<file path="src/rtl/clk_div_pkg.sv">
// Shared defaults and named divisors for the clock-enable bank.
// Divisors are "ticks minus one": a channel loaded with D ticks every D+1 enabled cycles.
package clk_div_pkg;

    localparam int          CNT_W_DEFAULT       = 28;
    localparam int unsigned DEFAULT_DIV_DEFAULT = 0;

    localparam int unsigned SYS_CLK_HZ = 25_000_000;

    function automatic int unsigned div_for_rate(input int unsigned clk_hz,
                                                 input int unsigned tick_hz);
        return (clk_hz / tick_hz) - 1;
    endfunction

    // Tick-rate divisors at the 25 MHz board clock; clk_out runs at half the tick rate.
    localparam int unsigned DIV_FRAME_60HZ  = div_for_rate(SYS_CLK_HZ, 60);
    localparam int unsigned DIV_SPRITE_8HZ  = div_for_rate(SYS_CLK_HZ, 8);
    localparam int unsigned DIV_SOUND_8KHZ  = div_for_rate(SYS_CLK_HZ, 8_000);
    localparam int unsigned DIV_DEBOUNCE_1K = div_for_rate(SYS_CLK_HZ, 1_000);

endpackage

</file>
<file path="src/rtl/clk_div_chan.sv">
// One divider channel: period counter, shadow divisor taken at the period boundary,
// registered tick strobe and 50 % toggle output.
module clk_div_chan
    import clk_div_pkg::*;
#(
    parameter int          CNT_W       = CNT_W_DEFAULT,
    parameter int unsigned DEFAULT_DIV = DEFAULT_DIV_DEFAULT
) (
    input  logic             clk,
    input  logic             rst,
    input  logic             en,
    input  logic             load,
    input  logic [CNT_W-1:0] div_in,
    input  logic             sync,
    output logic             tick_out,
    output logic             clk_out
);

    localparam logic [CNT_W-1:0] DIV_RST = CNT_W'(DEFAULT_DIV);
    localparam logic [CNT_W-1:0] ONE     = CNT_W'(1);

    logic [CNT_W-1:0] cnt;
    logic [CNT_W-1:0] div_q;
    logic [CNT_W-1:0] div_s;
    logic             pend;
    logic             at_bnd;

    assign at_bnd = (cnt == div_q);

    always_ff @(posedge clk) begin
        if (rst) begin
            cnt      <= '0;
            div_q    <= DIV_RST;
            div_s    <= DIV_RST;
            pend     <= 1'b0;
            tick_out <= 1'b0;
            clk_out  <= 1'b0;
        end else if (sync) begin
            // Phase restart: a same-cycle load beats an older pending value.
            cnt      <= '0;
            tick_out <= 1'b0;
            clk_out  <= 1'b0;
            pend     <= 1'b0;
            if (load) begin
                div_q <= div_in;
                div_s <= div_in;
            end else if (pend) begin
                div_q <= div_s;
            end
        end else if (en && at_bnd) begin
            cnt      <= '0;
            tick_out <= 1'b1;
            clk_out  <= ~clk_out;
            pend     <= 1'b0;
            if (load) begin
                div_q <= div_in;
                div_s <= div_in;
            end else if (pend) begin
                div_q <= div_s;
            end
        end else begin
            // Mid-period or held: divisor changes are only ever queued here.
            tick_out <= 1'b0;
            if (en) begin
                cnt <= cnt + ONE;
            end
            if (load) begin
                div_s <= div_in;
                pend  <= 1'b1;
            end
        end
    end

endmodule

</file>
<file path="src/rtl/clk_div_bank.sv">
// Bank of independent clock-enable channels sharing one clock, reset and phase sync.
// Channel i takes its divisor from div_val[i*CNT_W +: CNT_W].
module clk_div_bank
    import clk_div_pkg::*;
#(
    parameter int          NUM_CH      = 4,
    parameter int          CNT_W       = CNT_W_DEFAULT,
    parameter int unsigned DEFAULT_DIV = DEFAULT_DIV_DEFAULT
) (
    input  logic                    clk,
    input  logic                    rst,
    input  logic [NUM_CH-1:0]       en,
    input  logic [NUM_CH*CNT_W-1:0] div_val,
    input  logic [NUM_CH-1:0]       load,
    input  logic                    sync,
    output logic [NUM_CH-1:0]       tick_out,
    output logic [NUM_CH-1:0]       clk_out
);

    for (genvar i = 0; i < NUM_CH; i++) begin : g_ch
        clk_div_chan #(
            .CNT_W       (CNT_W),
            .DEFAULT_DIV (DEFAULT_DIV)
        ) u_chan (
            .clk      (clk),
            .rst      (rst),
            .en       (en[i]),
            .load     (load[i]),
            .div_in   (div_val[i*CNT_W +: CNT_W]),
            .sync     (sync),
            .tick_out (tick_out[i]),
            .clk_out  (clk_out[i])
        );
    end

endmodule

</file>
<file path="config.mk">
export PLATFORM = sky130hd
export DESIGN_NAME = clk_div_bank
export DESIGN_NICKNAME = d
export VERILOG_FILES = /design/src/rtl/clk_div_pkg.sv /design/src/rtl/clk_div_chan.sv /design/src/rtl/clk_div_bank.sv
export SDC_FILE = /design/constraint.sdc
export NUM_CORES = 1
export LEC_CHECK = 0
export CAP_MARGIN = 20
export CORE_ASPECT_RATIO = 0.7
export CORE_MARGIN = 3
export CORE_UTILIZATION = 30
export CTS_CLUSTER_SIZE = 24
export DETAILED_ROUTE_END_ITERATION = 6
export SKIP_LAST_GASP = 1
export SLEW_MARGIN = 20
export SYNTH_ARGS = -nofsm -noshare
export SYNTH_HDL_FRONTEND = slang
export SYNTH_HIERARCHICAL = 1
export SYNTH_SLANG_ARGS = --single-unit
</file>
<file path="constraint.sdc">
create_clock -name clk -period 3 [get_ports clk]
set_clock_uncertainty 0.1 [all_clocks]
set_input_delay 0.45 -clock clk [delete_from_list [all_inputs] [get_ports clk]]
set_output_delay 0.45 -clock clk [all_outputs]
set_load 0.03 [all_outputs]
</file>
**Word-level counts from Yosys, hierarchy flattened**

Index checks and enable logic that the tools add are counted.

- Muxes and demuxes: 20
- Equality and inequality tests: 4
- Reductions and logical operators: 13
- Bitwise operators: 4
- Add/sub/neg operators: 4

Operator list:

| cell | count |
|---|---|
| 2-to-1 mux 28 bit | 16 |
| adder 28 x 1 -> 28 bit (second input constant) | 4 |
| equality test 28 bit | 4 |
| OR reduction 3 bit | 4 |
| nonzero test 2 bit | 4 |
| logical AND 1 bit | 4 |
| 2-to-1 mux 1 bit | 4 |
| NOT 1 bit | 4 |
| OR reduction 2 bit | 1 |

- Output and inout port bits: 8
- Word-level logic and storage cells: 69
- Bits of input ports: 123
- Register bits: 348

**Depth between registers and ports, before layout**

Gate-level depths: netlist of run 1.

- Depth after elaboration: 4
- Mapped depth: 8
- Mapped depth without buffers: 6

**By module**

The synthesis of run 1 kept the hierarchy.

Modules (own cells, without submodules):

| module | area each (µm²) | cells an instance | times used | sequential area each (µm²) |
|---|---|---|---|---|
| clk_div_chan (g_ch[0].u_chan ...) | 3,788.6 | 368 | 3 | 1,741.7 |
| clk_div_chan (g_ch[3].u_chan) | 3,828.7 | 375 | 1 | 1,741.7 |

**Least setup slack after synthesis of run 1**

No wires, ideal clock.

- Kind: input -> register
- Start: input en[0]
- End: register g_ch[0].u_chan.div_q[10]
- Stages on the path: 7
- Required time: 2.779 ns
- Path slack: 0.896 ns
- Data arrival time: 1.882 ns
- Setup time: 0.121 ns
- Path buffers: 3
- Path through: buf_2 > nand2_1 > or3_1 > o31a_1 > buf_6 > buf_6 > mux2_4

- Cells in the longest elaborated chain, start to end: 2

Ends and longest elaborated chain:

| item | line | RTL |
|---|---|---|
| start, declared | clk_div_bank.sv:12 | `input logic [NUM_CH-1:0] en,` |
| logical AND 1 bit | clk_div_chan.sv:50 | `end else if (en && at_bnd) begin` |
| nonzero test 2 bit (no source line) | n/a |  |
| end signal, assigned | clk_div_chan.sv:48 | `div_q <= div_s;` |
| end signal, assigned | clk_div_chan.sv:56 | `div_q <= div_in;` |
| end signal, assigned | clk_div_chan.sv:59 | `div_q <= div_s;` |
| end, declared | clk_div_chan.sv:23 | `logic [CNT_W-1:0] div_q;` |

Every way passes these cells.
A chain may end at the register's enable or synchronous reset.

**Final worst setup path of run 1**

- Start: register g_ch[3].u_chan.cnt[21]
- End: register g_ch[3].u_chan.div_q[25]

- Cells in the longest elaborated chain, start to end: 3

Ends and longest elaborated chain:

| item | line | RTL |
|---|---|---|
| start, declared | clk_div_chan.sv:22 | `logic [CNT_W-1:0] cnt;` |
| start signal, assigned | clk_div_chan.sv:65 | `cnt <= cnt + ONE;` |
| equality test 28 bit | clk_div_chan.sv:28 | `assign at_bnd = (cnt == div_q);` |
| logical AND 1 bit | clk_div_chan.sv:50 |  |
| nonzero test 2 bit (no source line) | n/a |  |
| end signal, assigned | clk_div_chan.sv:48 |  |
| end signal, assigned | clk_div_chan.sv:56 |  |
| end signal, assigned | clk_div_chan.sv:59 |  |
| end, declared | clk_div_chan.sv:23 |  |

Every way passes these cells.

==> flow_summary.ini, run 1 <==
[worst_setup_path]
cp-endpoint = g_ch[3].u_chan/div_q[25]
worstPathRequired_ps = 3290
setup.worst_path.start = g_ch[3].u_chan/cnt[21]
rr_endpoint = g_ch[3].u_chan/div_q[25]
crit_path_start_kind = flop
rr_worst_depth = 5
critPathMaxFanout = 28
worst_setup_path_end_kind = flop
rrSetupSlack_ps = 170
r2r_start = g_ch[3].u_chan/cnt[21]
crit_arrival_ps = 3120
criticalPathCategory = reg -> reg

[sta]
finalSetupViolCount = 0
slew_headroom_pct = 36.28
rsz0062_at_grt = no
drv_slew = 0
fin_crit_sh_pct = 94.33
setup_tns_ps = 0
fin_crit_ps = 2830
hold_violations = 0
worst_pin_slew_ps = 955.9
fmax_mhz = 353.4
hold_ws_ps = 136.7

[clock_tree]
cts-root-buf = clkbuf_16
numCtsBuffers = 38
post_cts_resized = 0
htreeDepth = 2
clk_path_buf_depth = 3
clock_latency_ps = 520
clock_sinks = 348
cts_setup_buffers = 0
postCtsHoldBufs = 0
path_clk_slew_ps = 60
cts_tree = built

[floorplan]
core_area_um2 = 49690
die_h_um = 194.3
placementRows = 68
start_util_pct = 30.58
die_w_um = 275.0
io_pins = 131
die_area_um2 = 53430

[pwr]
irDropWorstVdd_mv = 0.2860
p_leak_nw = 7.733
p_per_area_nw_per_um2 = 583.6

[final_layout]
drive_gt1_share_pct = 13.22
n_fill_cell = 4941
fin_nets = 1744
diodes = 0
final_common_cell = dfxtp_1
final_cell_mix = 348 x dfxtp_1, 247 x nor2_1, 150 x xor2_1
area_growth_pct = 22.02

[drt]
first_pass_iters = 4
routed_wl_um = 33980
post_drt_wl_per_cell_um = 14.73
viasPerCell = 4.551
drcViolationCount = 0
vias = 10500
drtIter0Drc = 465
ant_nets = 0

[grt]
grt_pass1_wl_um = 55070
grt_max_degree = 55
antenna_found_initial = 4
grt_pass1_vias = 10430
track_usage_pct = 12.54
grt_overflow = 0

[yosys]
postSynthCellCount = 1479
synth_nets = 1606
synth_top_cell_area_share_pct = 45.85
yosys.area.top_type = dfxtp_1
netlist_area_um2 = 15190
ys_ff_latch = 348
yosysWarnings = 6
seq_area_frac_synth_pct = 45.85
synth.area.top_cells = dfxtp_1 46%, xor2_1 8.6%, mux2_4 7.9%
ys.flop_type = dfxtp_1
synth_cell_type_count = 39
avgSynthCellArea_um2 = 10.27
async_reset_ff_share_pct = 0
synth_edf_count = 0

[run]
maxCapViolations = 0

[status]
status = finished, final reports clean

[placement]
gp_congestion = 0.7992
hpwlAfterDp_um = 24450
numPortBuffers = 130

[min_path]
hp-class = in -> reg
hold_depth = 3
-- metrics by stage --
step / std cells / utilization (%) / total power [mW] / cell area [um2] / worst slack, ps
after CTS: 2306 / 37.31 / 11.01 / 18540 / 239.2
after floorplan: 1479 / - / 5.735 / 15190 / 896.3
after global routing: 2306 / 37.31 / 11.32 / 18540 / 0.4818
after detailed placement: 2242 / 34.70 / 6.110 / 17240 / 202.1
final: 2306 / 37.31 / 10.82 / 18540 / 170.0
after global placement: 2242 / 34.70 / 6.085 / 17240 / 229.9
-- power breakdown --
| group | internal (mW) | total, mW | leakage, nW | switching, mW |
|---|---|---|---|---|
| sequential | 4.82 | 4.92 | 2.84 | 0.102 |
| clock | 2.97 | 4.81 | 0.636 | 1.84 |
| combinational | 0.560 | 1.08 | 4.26 | 0.525 |
| total | 8.35 | 10.8 | 7.73 | 2.47 |
-- Yosys cell counts, types with 11 or more instances --
master / instances
dfxtp_1: 348
nor2_1: 247
xor2_1: 150
mux2i_1: 116
nor2b_1: 113
mux2_4: 80
xnor2_1: 64
nand2_1: 52
nand4_1: 42
nor4_1: 23
nand3_1: 22
buf_2: 21
clkbuf_1: 21
mux2_2: 20
nor3_1: 18
buf_1: 13
buf_6: 13
and3_1: 12
mux2_1: 12
and4_1: 11
-- routing by layer --
layer	part of all wire, %	up-vias	GRT usage [%]
met5	0.12	-	0
met4	1.9	6	2.951
met3	4.7	55	3.073
met2	40	174	17.76
met1	53	4989	18.91
li1	-	5271	-
-- registers in the layout, indices dropped and copies added, names as in the netlist --
signal,flops
g_ch.u_chan/clk_out,4
g_ch.u_chan/cnt,112
g_ch.u_chan/div_q,112
g_ch.u_chan/div_s,112
g_ch.u_chan/pend,4
g_ch.u_chan/tick_out,4
-- worst min-delay path by stage --
stage	from	endpoint	slack, ps
after floorplan	g_ch[0].u_chan/pend	g_ch[0].u_chan/pend	340
after global placement	g_ch[0].u_chan/pend	g_ch[0].u_chan/pend	350
after detailed placement	g_ch[3].u_chan/pend	g_ch[3].u_chan/pend	360
after CTS	load[0]	g_ch[0].u_chan/pend	110
after global routing	load[0]	g_ch[0].u_chan/pend	130
final	load[0]	g_ch[0].u_chan/pend	140
-- critical path, stage by stage, from the launching register on --
cell	delay, ps
dfxtp_1	350
xor2_1	150
nor4_1	570
nand4_1	360
o31a_2	750
mux2_4	420
-- layout make-up --
cell class	instances	area (um2)	share of cell area [%]
timing repair buffer	170	1595	8.604
clock inverter	11	165.2	0.8908
sequential	348	6967	37.58
multi-input combinational	1056	7839	42.28
inverter	3	11.26	0.06074
clock buffer	53	1131	6.101
tap	665	832.0	4.488
-- cells by family after synthesis --
logic type / synth area share, %
compound gates: 1.416
flops: 45.85
mux: 17.92
simple gates: 19.38
buf+inv: 2.767
xor+xnor: 12.34
fa+ha+maj: 0.3294
Power figures use the tool's default switching activity.
==> run 2: changes to the inputs <==
Settings changed: CORE_UTILIZATION 30 to 23, CTS_CLUSTER_SIZE 24 to 10.
==> flow_summary.ini, run 2 (synthesized netlist as in run 1, its figures left out) <==
[placement]
hpwlAfterDp_um = 25430
gp_congestion = 0.8178
place_inst = 2459
numPortBuffers = 130

[drt]
top_layer_used = met5
wl_met1_um = 17650
dr_wl_met3_um = 1934
viasPerCell = 4.199
vias = 10560
post_drt_wl_per_cell_um = 14.00
first_pass_iters = 4
routed-wl-met2_um = 14920
drcViolationCount = 0
drtIter0Drc = 487
routed_wl_um = 35200
ant_nets = 0

[clock_tree]
htreeDepth = 2
path_clk_slew_ps = 50
post_cts_resized = 0
clock_latency_ps = 540
cts_setup_buffers = 0
cts_tree = built
cts-root-buf = clkbuf_16
postCtsHoldBufs = 0
clock_sinks = 348
numCtsBuffers = 42
clk_path_buf_depth = 3

[floorplan]
placementRows = 78
die_area_um2 = 69230
io_pins = 131
start_util_pct = 23.34
die_w_um = 313.2
die_h_um = 221.0
core_area_um2 = 65090

[pwr]
irDropWorstVdd_mv = 0.3314
p_per_area_nw_per_um2 = 568.6
p_leak_nw = 7.707
power.total_mw = 10.67

[final_layout]
biggestRegsByFlops = g_ch.u_chan/cnt (112), g_ch.u_chan/div_q (112), g_ch.u_chan/div_s (112)
drive_gt1_share_pct = 12.85
final_util_pct = 28.82
final_cell_mix = 348 x dfxtp_1, 247 x nor2_1, 150 x xor2_1
final-seq-area_um2 = 6967
fin_cells = 2515
final_common_cell = dfxtp_1
n_fill_cell = 6776
area_growth_pct = 23.45
multi_input_area_um2 = 7838
fin_nets = 1750

[run]
maxCapViolations = 0

[sta]
fin_crit_ps = 2814
fmax_mhz = 355.4
finalSetupViolCount = 0
worst_pin_slew_ps = 659.1
fin_crit_sh_pct = 93.78
rsz0062_at_grt = no
drv_slew = 0
slew_headroom_pct = 55.66
setup_tns_ps = 0
hold_violations = 0

[grt]
grt_pass1_vias = 10780
grt_pass1_wl_um = 57160
grt_overflow = 0
grt_max_degree = 45
track_usage_pct = 10.05
antenna_found_initial = 2

[worst_setup_path]
critPathMaxFanout = 5
crit_path_start_kind = flop
rrSetupSlack_ps = 190
worst_setup_path_end_kind = flop
criticalPathCategory = reg -> reg
worstPathRequired_ps = 3270
crit_arrival_ps = 3080

[status]
status = finished, final reports clean

[min_path]
hp-class = in -> reg
==> run 2: power breakdown <==
group | total (mW) | leakage, nW | internal (mW) | switching [mW]
Combinational | 1.10 | 4.27 | 0.570 | 0.535
Clock | 4.63 | 0.597 | 2.79 | 1.85
Sequential | 4.93 | 2.84 | 4.82 | 0.104
Total | 10.7 | 7.71 | 8.18 | 2.48
==> run 2: worst paths after layout <==
kind / startpoint / end / depth (start not counted)
worst min register to register: g_ch[2].u_chan/pend / g_ch[2].u_chan/pend / 2
worst min-delay path: load[3] / g_ch[3].u_chan/pend / 3
worst max register to register: g_ch[2].u_chan/cnt[5] / g_ch[2].u_chan/tick_out / 5
worst max-delay path: g_ch[2].u_chan/cnt[5] / g_ch[2].u_chan/tick_out / 5
==> run 2: metrics by stage <==
stage	worst slack (ps)	cell area, um2	hold slack [ps]
2_1_floorplan	896.3	15190	335.9
3_3_place_gp	314.5	17540	344.8
3_5_place_dp	308.8	17540	361.8
4_1_cts	361.0	18760	43.29
5_1_grt	223.4	18760	82.12
6_report	186.5	18760	89.47
==> run 2: layout make-up <==
class | instances | area share, %
timing repair buffer | 172 | 8.651
inverter | 3 | 0.06003
clock inverter | 3 | 0.2335
multi-input combinational | 1056 | 41.78
sequential | 348 | 37.14
clock buffer | 52 | 6.250
antenna | 1 | 0.01334
tap | 880 | 5.870
==> run 2: metal layers <==
metal	vias to the layer above	track usage, %
met5	-	0
met4	4	2.734
met3	59	2.734
met2	186	15.09
met1	5038	14.13
li1	5273	-
==> run 2: worst max-delay path, cell delays in order (launching register included) <==
cell     delay [ps]
dfxtp_1         500
xor2_1          110
nor4_1          600
nand4_1         330
or4_1           560
nor3_1          450
